### config.mk
export PLATFORM = sky130hd
export DESIGN_NAME = button_capture_flat
export DESIGN_NICKNAME = d
export VERILOG_FILES = /design/src/rtl/button_capture_pkg.sv /design/src/rtl/button_capture_if.sv /design/src/rtl/button_capture_debounce.sv /design/src/rtl/button_capture.sv /design/src/flat_wrapper.sv
export SDC_FILE = /design/constraint.sdc
export NUM_CORES = 1
export LEC_CHECK = 0
export CAP_MARGIN = 40
export CORE_UTILIZATION = 35
export CTS_CLUSTER_DIAMETER = 100
export DETAILED_ROUTE_END_ITERATION = 8
export HOLD_SLACK_MARGIN = 0.12
export MAX_ROUTING_LAYER = met4
export PLACE_DENSITY_LB_ADDON = 0.1
export SLEW_MARGIN = 20
export SYNTH_ARGS = -nofsm -noshare
export SYNTH_HDL_FRONTEND = slang
export SYNTH_HIERARCHICAL = 1
export SYNTH_SLANG_ARGS = --single-unit
### constraint.sdc
create_clock -name clock -period 2.2 [get_ports clock]
set_input_delay 0.44 -clock clock [delete_from_list [all_inputs] [get_ports clock]]
set_output_delay 0.44 -clock clock [all_outputs]
set_load 0.03 [all_outputs]
### src/rtl/button_capture_pkg.sv
// relaxar_pkg: colour and capture-FSM types shared by the button capture front end.
package relaxar_pkg;
    typedef enum logic [1:0] {GREEN = 2'd0, RED = 2'd1, YELLOW = 2'd2, BLUE = 2'd3} color_t;
    typedef enum logic [1:0] {WAIT_REL, ARMED, FIRE, HOLD} cap_state_t;
    function automatic color_t encode(input logic [3:0] onehot);
        return onehot[3] ? BLUE : onehot[2] ? YELLOW : onehot[1] ? RED : GREEN;
    endfunction
endpackage

### src/rtl/button_capture_if.sv
// button_capture_if: player-input bundle between board buttons, capture block and game controller.
interface button_capture_if;
    import relaxar_pkg::*;
    logic       enable;
    logic [3:0] btn;
    logic       inputed;
    color_t     color;
    logic       busy;
    logic       timeout;
    modport master (output enable, btn, input inputed, color, busy, timeout);
    modport slave  (input enable, btn, output inputed, color, busy, timeout);
endinterface

### src/rtl/button_capture_debounce.sv
// btn_debounce: 2-flop synchroniser, polarity normalisation and stable-count debounce of one button.
module btn_debounce #(
    parameter logic [15:0] DEBOUNCE_CYCLES = 16'd50000,
    parameter bit          BTN_ACTIVE_LOW  = 1'b1
) (
    input  logic clock,
    input  logic reset_n,
    input  logic raw,
    output logic level,
    output logic quiet
);
    logic [1:0]  sync_q;
    logic        level_q, level_d, pressed, last;
    logic [15:0] cnt_q, cnt_d;
    assign pressed = sync_q[1] ^ BTN_ACTIVE_LOW;
    assign last    = pressed != level_q && cnt_q == DEBOUNCE_CYCLES - 16'd1;
    always_comb begin
        cnt_d   = (pressed == level_q || last) ? '0 : cnt_q + 16'd1;
        level_d = last ? pressed : level_q;
    end
    always_ff @(posedge clock or negedge reset_n) begin
        if (!reset_n) begin
            sync_q  <= {2{BTN_ACTIVE_LOW}};
            level_q <= 1'b0;
            cnt_q   <= '0;
        end else begin
            sync_q  <= {sync_q[0], raw};
            level_q <= level_d;
            cnt_q   <= cnt_d;
        end
    end
    assign level = level_q;
    // Quiet also covers the first sync stage so a press already in flight blocks arming.
    assign quiet = !level_q && !pressed && (sync_q[0] == BTN_ACTIVE_LOW);
endmodule

### src/rtl/button_capture.sv
// button_capture: debounces the 4 colour buttons and emits one inputed pulse plus colour per accepted press.
// Optional INPUT_TIMEOUT_EN adds an armed-idle timeout pulse; without it timeout is tied 0.
module button_capture
    import relaxar_pkg::*;
#(
    parameter logic [15:0] DEBOUNCE_CYCLES = 16'd50000,
    parameter logic [31:0] TIMEOUT_CYCLES  = 32'd250000000,
    parameter bit          BTN_ACTIVE_LOW  = 1'b1
) (
    input  logic              clock,
    input  logic              reset_n,
    button_capture_if.slave   bus
);
    logic [3:0] level, quiet;
    logic       none, one, tmo_hit, rdy_q;
    cap_state_t state_q, state_d;
    color_t     color_q, color_d;
    for (genvar i = 0; i < 4; i++) begin : g_btn
        btn_debounce #(.DEBOUNCE_CYCLES(DEBOUNCE_CYCLES), .BTN_ACTIVE_LOW(BTN_ACTIVE_LOW)) u_db (
            .clock(clock), .reset_n(reset_n), .raw(bus.btn[i]), .level(level[i]), .quiet(quiet[i]));
    end
    assign none = level == 4'd0;
    assign one  = $onehot(level);
`ifdef INPUT_TIMEOUT_EN
    logic [31:0] tmo_q;
    assign tmo_hit = state_q == ARMED && bus.enable && none && tmo_q == TIMEOUT_CYCLES - 32'd1;
    always_ff @(posedge clock or negedge reset_n) begin
        if (!reset_n) tmo_q <= '0;
        else          tmo_q <= (state_q == ARMED) ? tmo_q + 32'd1 : '0;
    end
`else
    assign tmo_hit = 1'b0;
`endif
    always_ff @(posedge clock or negedge reset_n) begin
        if (!reset_n) begin
            state_q <= WAIT_REL;
            color_q <= GREEN;
            rdy_q   <= 1'b0;
        end else begin
            state_q <= state_d;
            color_q <= color_d;
            rdy_q   <= 1'b1;
        end
    end
    // rdy_q holds off arming for one cycle after reset so a button held through reset reaches the synchroniser first.
    always_comb begin
        state_d = state_q;
        color_d = color_q;
        case (state_q)
            WAIT_REL: state_d = (bus.enable && rdy_q && &quiet) ? ARMED : WAIT_REL;
            ARMED: begin
                state_d = !bus.enable ? WAIT_REL : one ? FIRE : !none ? HOLD : tmo_hit ? WAIT_REL : ARMED;
                color_d = (bus.enable && one) ? encode(level) : color_q;
            end
            FIRE:    state_d = HOLD;
            default: state_d = none ? WAIT_REL : HOLD;
        endcase
    end
    always_comb begin
        bus.inputed = state_q == FIRE;
        bus.busy    = state_q != ARMED;
        bus.timeout = tmo_hit;
        bus.color   = color_q;
    end
endmodule

### src/flat_wrapper.sv
// flat-port wrapper written by rule: the top's interface ports become plain ports
module button_capture_flat import relaxar_pkg::*;
#(
    parameter logic [15:0] DEBOUNCE_CYCLES = 16'd50000,
    parameter logic [31:0] TIMEOUT_CYCLES  = 32'd250000000,
    parameter bit          BTN_ACTIVE_LOW  = 1'b1
)
  (clock, reset_n, bus_enable, bus_btn, bus_inputed, bus_color, bus_busy, bus_timeout);
  button_capture_if bus_i ();
  input  logic clock;
  input  logic reset_n;
  input wire logic [$bits(bus_i.enable)-1:0] bus_enable;
  input wire logic [$bits(bus_i.btn)-1:0] bus_btn;
  output wire logic [$bits(bus_i.inputed)-1:0] bus_inputed;
  output wire logic [$bits(bus_i.color)-1:0] bus_color;
  output wire logic [$bits(bus_i.busy)-1:0] bus_busy;
  output wire logic [$bits(bus_i.timeout)-1:0] bus_timeout;
  assign bus_i.enable = bus_enable;
  assign bus_i.btn = bus_btn;
  assign bus_inputed = bus_i.inputed;
  assign bus_color = bus_i.color;
  assign bus_busy = bus_i.busy;
  assign bus_timeout = bus_i.timeout;
  button_capture #(.DEBOUNCE_CYCLES(DEBOUNCE_CYCLES), .TIMEOUT_CYCLES(TIMEOUT_CYCLES), .BTN_ACTIVE_LOW(BTN_ACTIVE_LOW)) u_core (.clock(clock), .reset_n(reset_n), .bus(bus_i));
endmodule
After elaboration in Yosys (flattened, before gate mapping). Index checks and enable logic that the tools add are counted.

Register bits: 81. Latch bits: 0. Bits in writable memories: 0. Bits in read-only memories: 0. Bits of input ports: 7. Word-level logic and storage cells: 82. Memories kept: 0.

Add/sub/neg operators: 7. $mul: 0. Div/mod/pow operators: 0. $lt $le $gt $ge: 0. Equal/unequal tests: 16. Shift-type cells: 0. Multiplexer cells: 13. Bitwise gates (word level): 4. Reductions and logical operators: 27.

Operator list (count): adder 16 x 1 -> 16 bit (second input constant) (4); == test 16 bit (second input constant) (4); two-way mux 16 bit (4); logical AND 1 bit (15); two-way mux 2 bit (6); one-hot mux 2 bit (3 select lines) (1); adder 1 x 1 -> 2 bit (2); == test 1 bit (4); zero test 1 bit (4); zero test 4 bit (1); logical OR 1 bit (4); inequality test 1 bit (4); inverter 1 bit (4); AND reduction 4 bit (1); adder 3 bit (1); == test 3 x 1 -> 1 bit (second input constant) (1); == test 2 x 1 -> 1 bit (second input constant) (1); == test 2 bit (second input constant) (1); zero test 2 bit (1); two-way mux 1 bit (2); inequality test 2 x 1 -> 1 bit (second input constant) (1); AND reduction 2 bit (1).

Longest topological paths before layout. Gate-level depths: netlist of the first run.

Word-level depth: 7. Depth in mapped cells: 8. Depth with buffers taken out: 8.

By module. The synthesis of the first run kept the hierarchy.

By module, submodules not included: btn_debounce (times used 4, cells an instance 89, area each 897.1 µm², sequential area each 478.0 µm²); button_capture (times used 1, cells an instance 36, area each 347.8 µm², sequential area each 125.1 µm²).

Worst setup path after synthesis of the first run. No wires, ideal clock.

Path kind: reg2reg. From: register u_core.g_btn[0].u_db.level_q. To: register u_core.color_q[0], in the netlist u_core/bus.color[0]. Setup time: 128 ps. Arrival time: 2162 ps. Required time: 2072 ps. Slack: -89 ps. Cell stages (with the launch flop): 9. Period minus slack after synthesis: 2289 ps. Path through: dfrtp_1 > inv_1 > fa_1 > inv_1 > ha_1 > ha_1 > nor3b_2 > nor3b_4 > mux2_1.

Longest elaborated chain between the ends: 5.

Ends and longest elaborated chain: from (decl) (RTL line button_capture_debounce.sv:13) `logic level_q, level_d, pressed, last;`; from (signal assigned) (RTL line button_capture_debounce.sv:28) `level_q <= level_d;`; adder 1 x 1 -> 2 bit (implied by the code) (RTL line button_capture.sv:23) `assign one = $onehot(level);`; adder 3 bit (implied by the code) (RTL line button_capture.sv:23); == test 3 x 1 -> 1 bit (RTL line button_capture.sv:23); logical AND 1 bit (RTL line button_capture.sv:53) `color_d = (bus.enable && one) ? encode(level) : color_q;`; AND reduction 2 bit (no line); to (signal assigned) (RTL line button_capture.sv:41) `color_q <= color_d;`; to (decl) (RTL line button_capture.sv:17) `color_t color_q, color_d;`.

No other way between the ends. A chain may end at the register's enable or synchronous reset.

Final worst setup path of the first run.
From: register u_core.g_btn[3].u_db.level_q. To: register u_core.color_q[0], in the netlist u_core/bus.color[0].

Longest elaborated chain between the ends: 5. Elaborated cells between the ends (all ways): 6.

Ends and longest elaborated chain (RTL line): from (decl) (button_capture_debounce.sv:13); from (signal assigned) (button_capture_debounce.sv:28); adder 1 x 1 -> 2 bit (implied by the code) (button_capture.sv:23); adder 3 bit (implied by the code) (button_capture.sv:23); == test 3 x 1 -> 1 bit (button_capture.sv:23); logical AND 1 bit (button_capture.sv:53); AND reduction 2 bit (no line).

Several ways; a longest one is shown, not always the timed one.

==> results.md, run 1 <==
* H-tree lvl count at 3
* Post-synth net total at 411
* Fill cells at 1088
* Worst-case clock buffer depth at 2
* Mux share of post-synthesis cell area at 1.56%
* Ys Warns at 6
* I/O pins at 12
* Total gr overflow at 0
* Cells after synthesis at 392
* Initial DRC count at 83
* Starting Density at 36.2%
* CTS tree: built
* Antenna-violating nets left at 0
* DR pass1 iterations at 4
* Share of layout cells above drive strength 1 at 12.6%
* Fmax at 447 MHz
* IO Port Bufs at 10
* Final wirelength at 7130 µm
* Yosys top cell by area: dfrtp_1
* Startpoint types: flip-flop
* FF-to-FF setup slack at -0.04 ns
* Worst Hold Class: reg2reg
* Pleak at 1.82 nW
* Initial antenna violation count at 0
* Seq. cell area at 2040 µm²
* Vias in the first global route at 2664
* Vias per cell at 4.75
* Power Density at 606 nW/µm²
* Cell with the most instances after synthesis: nor2_1
* N_diodes at 0
* Final min period at 2.24 ns
* Clk_skew at 0.0103 ns
* Die ar. at 11700 µm²
* Seq pwr share at 56.1%
* Final hold vios at 0
* Sequential element share of the synthesized area at 51.7%
* Post-synth ARST share at 100%
* RSZ-0062 raised after global routing: yes
* Combinational family with the most area after synthesis: simple AND/OR/NAND/NOR gates
* Nets at 442
* Total negative slack at -0.0384 ns
* Critical R2R Capture: u_core/bus.color[0]$_DFFE_PN0P_
* Gr usage total at 14.7%
* Area share of the largest cell type after synthesis at 46.4%
* Synth Cell Area at 3940 µm²
* Worst EP arrival at 2.49 ns
* Fin util at 41.6%
* Syn Area/Cell at 10.0 µm²
* Final Slew Violations at 0
* Largest net degree at the start of global routing at 41
* RD Place Congestion at 0.796
* Crit Path Max Fanout at 3
* Main synth FF type: dfrtp_1
* XOR/XNOR Fraction of Synth Area at 12.5%
* Vias post-DR at 2696
* Residual DRC count at 0
* First-pass GRT wire length at 12900 µm
* Worst EP required at 2.45 ns
* Clock power frac at 39.6%
* Clock latency on the worst-skew pair at 0.36 ns
* Post-synth EDFFs at 0
* Max-cap violations at 0
* Final cell count without fillers at 568
* WHS at 0.363 ns
* Clk slew on worst S/H paths at 0.08 ns
* Wire per inst at 12.6 µm
* Inserted Clock Buffers at 9
* Placeable Area at 10900 µm²
* CP startpoint: u_core/g_btn[3].u_db/level$_DFFE_PN0P_
* Rows at 38
* Clock sinks at 81
* Post-Synth Adder-Cell Area at 4.01%
* Area contributors post-synth: dfrtp_1 46%, xnor2_1 11%, nor2_1 7.7%, dfstp_2 5.3%, ha_1 3.5%
* DP Cell Count at 550
* Multi-input gate area at 1790 µm²
* Layout overhead on the synthesized area at 15.1%
* Status: finished with violations
* CP Capture Type: flip-flop
* Design Area, Final at 4530 µm²
* Tcrit/Tclk final at 102%
* Net Sw Power at 0.000630 W
* Violated checks: setup timing
* R2R cell count at 8
* Most common library cells after synthesis: 81 x nor2_1, 73 x dfrtp_1, 48 x xnor2_1
* Simple-gate share of the synthesized area at 24.6%
* Fraction of the mapped netlist area in compound gates at 1.53%
* Hpwl dp at 4720 µm
* Die X at 108 µm
* Post-synth cell types at 31
* Placed Area at 4310 µm²
* Hold Crit Depth at 0
* CP endpoint: u_core/bus.color[0]$_DFFE_PN0P_
* Setup violations, final at 1
* Worst IR Drop VDD at 0.268 mV
* Switching Share at 22.9%
* Die Y at 108 µm
* Int Pwr at 0.00212 W
* Logic gate share of total power at 4.3%
* Reg2Reg Launch Point: u_core/g_btn[3].u_db/level$_DFFE_PN0P_
* WS Path Type: reg2reg
* Root buffer cell: clkbuf_8
* Yosys reg bits at 81
* Final worst slack at -0.0384 ns
## worst max-delay path, stage by stage, from the launching register on
cell     delay [ns]
dfrtp_1        0.37
inv_2          0.05
fa_1           0.55
inv_2          0.05
ha_4           0.15
ha_4           0.21
nor3b_4        0.19
nor3b_4        0.24
mux2_4         0.31
## cell families (layout without fill, tap and decap cells)
| family | Yosys count | after routing |
|---|---|---|
| compound gates | 8 | 8 |
| other cells | 2 | 2 |
| flops | 81 | 81 |
| xor+xnor | 56 | 56 |
| mux | 6 | 6 |
| fa+ha+maj | 12 | 12 |
| buf+inv | 36 | 72 |
| simple gates | 191 | 191 |
## worst min-delay path by stage
stage / from / slack, ns / endpoint
after detailed placement: reset_n / 0.36 / u_core/g_btn[0].u_db/cnt_q[11]$_DFF_PN0_
after global routing: u_core/g_btn[1].u_db/sync_q[0]$_DFF_PN1_ / 0.37 / u_core/g_btn[1].u_db/sync_q[1]$_DFF_PN1_
after floorplan: reset_n / 0.14 / u_core/bus.color[0]$_DFFE_PN0P_
final: u_core/g_btn[1].u_db/sync_q[0]$_DFF_PN1_ / 0.36 / u_core/g_btn[1].u_db/sync_q[1]$_DFF_PN1_
after global placement: reset_n / 0.35 / u_core/g_btn[0].u_db/cnt_q[11]$_DFF_PN0_
after CTS: u_core/g_btn[1].u_db/sync_q[0]$_DFF_PN1_ / 0.37 / u_core/g_btn[1].u_db/sync_q[1]$_DFF_PN1_
## power groups by stage
stage / clock network [W] / logic [W] / registers [W]
floorplan: 0 / 0.0000598 / 0.00157
global placement: 0 / 0.000120 / 0.00157
detailed placement: 0 / 0.000120 / 0.00157
CTS: 0.00114 / 0.000123 / 0.00154
global route: 0.00120 / 0.000139 / 0.00155
finish: 0.00109 / 0.000118 / 0.00154
## metal layers
metal / track usage [%] / vias to the layer above / part of all wire [%]
li1: - / 1371 / -
met2: 20.6 / 28 / 44
met4: 6.75 / 0 / 2.0
met1: 19.9 / 1287 / 51
met5: - / - / 0
met3: 3.74 / 10 / 3.1
## layout make-up
type | count | area share, %
well taps | 140 | 3.87
flip-flops and latches | 81 | 45.0
multi-input cells | 275 | 39.4
clock inverters | 3 | 0.884
repair buffers | 25 | 5.03
inverters | 31 | 2.57
clock buffers | 13 | 3.29
## stage by stage
stage          worst slack, ns  total power, W
2_1_floorplan         -0.00965         0.00163
6_report               -0.0384         0.00275
4_1_cts                -0.0888         0.00281
3_5_place_dp           -0.0779         0.00169
5_1_grt                 -0.151         0.00289
3_3_place_gp           -0.0393         0.00169
## sequential cells by signal, summed over array words and instances (netlist names)
name and count:
u_core/g_btn.u_db/sync_q 8, u_core/g_btn.u_db/cnt_q 64, u_core/state_q 2, u_core/rdy_q 1, u_core/g_btn.u_db/level 4, u_core/bus.color 2
## placed cells by master, fill, tap and decap left out, types with 2 or more instances in the layout
master	instances
and2_1	4
and3_1	4
buf_4	14
clkbuf_1	3
clkbuf_8	10
clkdlybuf4s50_1	8
clkinv_2	2
conb_1	2
dfrtp_1	73
dfstp_2	8
ha_1	9
ha_4	2
inv_1	28
inv_2	3
mux2i_1	5
nand2_1	10
nand3_1	20
nand3_2	4
nand4_1	21
nor2_1	81
nor3_1	17
nor3b_4	2
nor4_1	16
nor4bb_1	4
o21ai_2	4
or3_1	5
xnor2_1	48
xor2_1	8
## repair_timing
item | CTS | global route
endpoints found under the setup margin | 3 | 5
endpoints found under the hold margin | 18 | 0
pin swaps | 3 | 3
buffers inserted | 0 | 1
hold buffers | 1 | 0
gates resized for setup | 1 | 4
(Power assumes the default switching activity.)
==> inputs of run 2 (changes only) <==
ABC_CLOCK_PERIOD_IN_PS = 2200   (was not set)
==> results of run 2 <==
The final DEF is identical to that of run 1; final timing and power are the same.
